[src/rtl/control_sequencer.sv]
// Instruction-sequencing FSM: fetches via the IR handshake, decodes the opcode,
// and issues single-cycle datapath strobes until END or an illegal opcode.
module control_sequencer #(
  parameter int CNT_W = 16
) (
  input  logic             clk,
  input  logic             rst_n,
  input  logic             start,
  input  logic [7:0]       opcode,
  input  logic             z_flag,
  input  logic             mem_ready,
  output logic             mem_read,
  output logic             mem_write,
  output logic             addr_sel,
  output logic             ir_write,
  output logic             pc_inc,
  output logic             pc_load,
  output logic             ar_inc,
  output logic             ac_load,
  output logic [1:0]       alu_op,
  output logic [1:0]       bus_sel,
  output logic             busy,
  output logic             halted,
  output logic             illegal,
  output logic [CNT_W-1:0] instr_count
);

  typedef enum logic [2:0] {
    S_IDLE,
    S_FETCH,
    S_DECODE,
    S_MEM,
    S_HALT
  } state_t;

  localparam logic [7:0] OP_NOP   = 8'h00;
  localparam logic [7:0] OP_LDAC  = 8'h01;
  localparam logic [7:0] OP_STAC  = 8'h02;
  localparam logic [7:0] OP_ADD   = 8'h03;
  localparam logic [7:0] OP_SUB   = 8'h04;
  localparam logic [7:0] OP_INCAR = 8'h05;
  localparam logic [7:0] OP_JMPZ  = 8'h06;
  localparam logic [7:0] OP_JUMP  = 8'h07;
  localparam logic [7:0] OP_END   = 8'hFF;

  localparam logic [1:0] ALU_PASS = 2'b00;
  localparam logic [1:0] ALU_ADD  = 2'b01;
  localparam logic [1:0] ALU_SUB  = 2'b10;
  localparam logic [1:0] BUS_MEM  = 2'b00;
  localparam logic [1:0] BUS_AC   = 2'b01;
  localparam logic [1:0] BUS_ALU  = 2'b10;

  state_t           state_reg, state_next;
  logic             store_reg, store_next;
  logic             illegal_reg, illegal_next;
  logic [CNT_W-1:0] count_reg, count_next;

  always_ff @(posedge clk or negedge rst_n) begin
    if (!rst_n) begin
      state_reg   <= S_IDLE;
      store_reg   <= 1'b0;
      illegal_reg <= 1'b0;
      count_reg   <= '0;
    end else begin
      state_reg   <= state_next;
      store_reg   <= store_next;
      illegal_reg <= illegal_next;
      count_reg   <= count_next;
    end
  end

  always_comb begin
    state_next   = state_reg;
    store_next   = store_reg;
    illegal_next = illegal_reg;
    count_next   = count_reg;
    mem_read     = 1'b0;
    mem_write    = 1'b0;
    addr_sel     = 1'b0;
    ir_write     = 1'b0;
    pc_inc       = 1'b0;
    pc_load      = 1'b0;
    ar_inc       = 1'b0;
    ac_load      = 1'b0;
    alu_op       = ALU_PASS;
    bus_sel      = BUS_MEM;

    case (state_reg)
      S_IDLE: begin
        if (start) state_next = S_FETCH;
      end

      S_FETCH: begin
        mem_read = 1'b1;
        if (mem_ready) begin
          ir_write   = 1'b1;
          pc_inc     = 1'b1;
          state_next = S_DECODE;
        end
      end

      S_DECODE: begin
        // Legal opcodes retire here; the default branch overrides for illegal ones.
        count_next = count_reg + CNT_W'(1);
        state_next = S_FETCH;
        case (opcode)
          OP_NOP: ;
          OP_LDAC, OP_STAC: begin
            store_next = (opcode == OP_STAC);
            state_next = S_MEM;
          end
          OP_ADD: begin
            alu_op  = ALU_ADD;
            bus_sel = BUS_ALU;
            ac_load = 1'b1;
          end
          OP_SUB: begin
            alu_op  = ALU_SUB;
            bus_sel = BUS_ALU;
            ac_load = 1'b1;
          end
          OP_INCAR: ar_inc = 1'b1;
          OP_JMPZ:  pc_load = z_flag;
          OP_JUMP:  pc_load = 1'b1;
          OP_END:   state_next = S_HALT;
          default: begin
            count_next   = count_reg;
            illegal_next = 1'b1;
            state_next   = S_HALT;
          end
        endcase
      end

      S_MEM: begin
        // Direction comes from the opcode latched at DECODE, not the live IR.
        addr_sel = 1'b1;
        if (store_reg) begin
          mem_write = 1'b1;
          bus_sel   = BUS_AC;
        end else begin
          mem_read = 1'b1;
          bus_sel  = BUS_MEM;
          ac_load  = mem_ready;
        end
        if (mem_ready) state_next = S_FETCH;
      end

      S_HALT: ;

      default: state_next = S_IDLE;
    endcase
  end

  assign busy        = (state_reg == S_FETCH) || (state_reg == S_DECODE) || (state_reg == S_MEM);
  assign halted      = (state_reg == S_HALT);
  assign illegal     = illegal_reg;
  assign instr_count = count_reg;

endmodule
[config.mk]
export PLATFORM = sky130hd
export DESIGN_NAME = control_sequencer
export DESIGN_NICKNAME = d
export VERILOG_FILES = /design/src/rtl/control_sequencer.sv
export SDC_FILE = /design/constraint.sdc
export NUM_CORES = 1
export LEC_CHECK = 0
export ABC_AREA = 1
export CORE_MARGIN = 3
export CORE_UTILIZATION = 45
export CTS_BUF_LIST = sky130_fd_sc_hd__clkbuf_8 sky130_fd_sc_hd__clkbuf_16
export DETAILED_ROUTE_END_ITERATION = 8
export GPL_TIMING_DRIVEN = 0
export PLACE_DENSITY = 0.76
export SLEW_MARGIN = 0
export SYNTH_ARGS = -nofsm -noshare
export SYNTH_HDL_FRONTEND = slang
export SYNTH_SLANG_ARGS = --single-unit
[constraint.sdc]
create_clock -name clk -period 1.5 [get_ports clk]
set_input_delay 0.15 -clock clk [delete_from_list [all_inputs] [get_ports clk]]
set_output_delay 0.15 -clock clk [all_outputs]
set_load 0.05 [all_outputs]
==> key figures <==
Run status
  – Status: complete, but fails checks
  – Failing checks: setup timing

Global route
  – Number of global-route vias before repair: around 1.6k
  – Largest net degree at the start of global routing: 22
  – Antenna violations before repair: 0
  – Global-route wire length before repair: 7110 microns
  – All-Layer GR Usage: 21.1%
  – GRT overflow: 0

Logic synthesis
  – Dominant cell type by area after synthesis: dfrtp_1
  – Synth warn: 0
  – Number of synthesized flops with an enable pin: 0
  – Synth Instances: 219
  – Top post-synthesis cells by count: 48 x nand2_1, 27 x inv_1, 26 x nand3_1
  – Ys async rst share: 100%
  – Mapped cell area: between 0.0015 and 0.002 sq mm
  – Register bit count reported by yosys: 21
  – Synth top area cells: dfrtp_1 34%, nand2_1 12%, nand2_2 8.4%
  – Synth Flop Type: dfrtp_1
  – Syn avg cell area: 7.15 sq um
  – Syn nets: 233
  – Share of the synthesized area in the top cell type: 33.5%
  – Most frequent cell after synthesis: nand2_1
  – Netlist cell types: 27
  – Post-synthesis sequential area ratio: 33.5%

Route
  – DRC: 0
  – Remaining antenna violation count after routing: 0
  – Vias: 1,686
  – Vias per inst: roughly 5.1
  – Drt first pass iters: 4
  – Total routed wirelength: between 4000 and 5000 microns
  – Initial DRC Count: 115
  – Wirelength per Cell: 13.3 microns

Layout
  – Fin nets: 300
  – Post-route cell area: ~0.0024 sq mm
  – Max reg flops: 16
  – Share of cells above drive strength 1: about two fifths
  – Layout area overhead: 56.0%
  – Final Non-Filler Cells: 329
  – Diodes inserted: 0
  – Util after Layout: 76.9%

Setup path
  – Worst setup EP type: output port
  – Arr. time, crit path: 1.51 ns
  – Worst Setup Path Type: reg2out
  – Worst R2R Path Depth: 9
  – CP Max Fanout: 4
  – Worst path buffer plus inverter count: 3
  – Critical path data required time: 1.35 ns
  – Top cell by count, worst path: inv_2
  – Cell Chain, Critical Path: inv_2 -> nand3_4 -> nor3_4 -> inv_2 -> o311ai_4 -> buf_6
  – Crit start category: flop
  – Top delay family on crit path: buffers and inverters
  – CP max stage delay: 0.40 ns
  – Highest-delay cell along the critical path: dfrtp_1
  – Crit path depth: 6

Die
  – I/O pin total: 44
  – Die height: 65 microns
  – Starting Density: 49.3%
  – Die W: 65 microns
  – Core area: 0.00318 sq mm
  – Die area: around 0.0042 sq mm
  – Row cnt: 20

Timing
  – Fin crit share: 111%
  – Hold Slack: 0.408 ns
  – Final Setup Violations: 16
  – Max Fclk: 0.603 GHz
  – Post-layout min period: 1.66 ns
  – Final Hold Fails: 0
  – Worst-Margin Slew: 0.942 ns
  – PnR worst setup slack: -0.158 ns
  – Relative slew margins: 37.0%
  – Worst Skew: 0.00470 ns
  – RSZ-0062 raised after global routing: yes
  – Final slew viol count: 0

Job
  – Max-Cap Viols: 0

CTS
  – CTS Buffer Depth: 2
  – Num CTS Buffers: 3
  – Worst-path clk slew: 0.08 ns
  – Root buffer selected by CTS: clkbuf_8
  – Clk sinks: 21
  – CTS tree: done
  – Worst skew pair latency: 0.26 ns
  – H-tree depth: 1

Placed design
  – RD Place Congestion: around 0.94
  – Placed Instances: between 300 and 400
  – DP Wirelength: 2990 microns
  – IO buf count: 43
  – Placed Area: 0.00218 sq mm

Worst hold path
  – Worst Hold Class: in2async

Power
  – Pwr dens: around 940 mW/mm^2
  – Cell leakage power: 0.00124 uW
  – Max rail drop VDD: 0.714 mV
-- kinds of logic after synthesis --
| kind of cell | after synthesis | share of synthesized area, % |
|---|---|---|
| buffers and inverters | 34 | 9.98 |
| AND/OR/NAND/NOR | 144 | 46.5 |
| AO/OA/AOI/OAI | 9 | 3.59 |
| XOR/XNOR | 10 | 5.59 |
| flip-flops | 21 | 33.5 |
| adder cells (fa/ha/maj) | 1 | 0.799 |
-- final cells by class --
cell class | instances | area (sq um)
buffer | 5 | 61.3
inverter | 29 | 124
tap | 44 | 55.1
clock buffer | 3 | 41.3
fill | 251 | 734
clock inverter | 1 | 5.00
sequential | 21 | 541
multi-input combinational | 164 | 1020
timing repair buffer | 62 | 601
-- per-stage QoR --
step	setup slack [ns]	TNS, ns	power, uW
finish	-0.158	-0.628	2300
global route	-0.218	-1.77	2420
CTS	-0.193	-0.480	2200
detailed placement	-0.964	-12.88	1730
global placement	-0.927	-12.49	1720
floorplan	-0.211	-0.717	1430
-- layer usage --
layer	vias up	track usage, %	part of all wire [%]
li1	836	-	-
met1	797	28.2	46
met2	51	34.9	48
met3	2	4.51	5.0
met4	0	4.49	0.57
met5	-	0	0
-- repair_timing --
| action | 4_1_cts | 5_1_grt |
|---|---|---|
| hold buffers | 0 | 0 |
| pin swaps | 11 | 5 |
| buffers inserted | 12 | 8 |
| endpoints found under the setup margin | 42 | 30 |
| resized for setup | 116 | 23 |
| hold endpoints to repair | 0 | 0 |
-- layout by cell type, fill, tap and decap left out, types with 2 or more instances in the layout --
cell type,count
nand2_2,21
nor3_1,4
buf_2,3
clkbuf_8,3
clkdlybuf4s50_1,4
dfrtp_1,9
nand2_1,46
inv_2,5
nor3_2,6
xnor2_1,2
dlygate4sd2_1,19
buf_8,4
xor2_1,8
nor2_1,17
buf_12,3
nand2_4,4
dlymetal6s2s_1,5
inv_1,22
buf_4,18
nand4_1,5
nand3_1,26
nor2_2,5
nor3_4,2
o21ai_0,3
dfrtp_2,12
buf_6,10
nor2_4,4
-- power by group --
| group | internal, uW | switching (uW) |
|---|---|---|
| combinational | 448 | 765 |
| clock | 185 | 188 |
| sequential | 627 | 84.1 |
-- final timing paths --
kind	start	endpoint	slack, ns
setup / recovery	state_reg[2]$_DFFE_PN0P_	ac_load	-0.16
hold / removal	rst_n	state_reg[0]$_DFFE_PN0P_	0.41
setup reg to reg	state_reg[2]$_DFFE_PN0P_	instr_count[8]$_DFFE_PN0P_	-0.02
hold reg to reg	illegal$_DFFE_PN0P_	illegal$_DFFE_PN0P_	0.48
max in group asynchronous	rst_n	instr_count[5]$_DFFE_PN0P_	0.45
min in group clk	opcode[1]	store_reg$_DFFE_PN0P_	0.45
No activity file was read; power rests on OpenSTA's default activity.
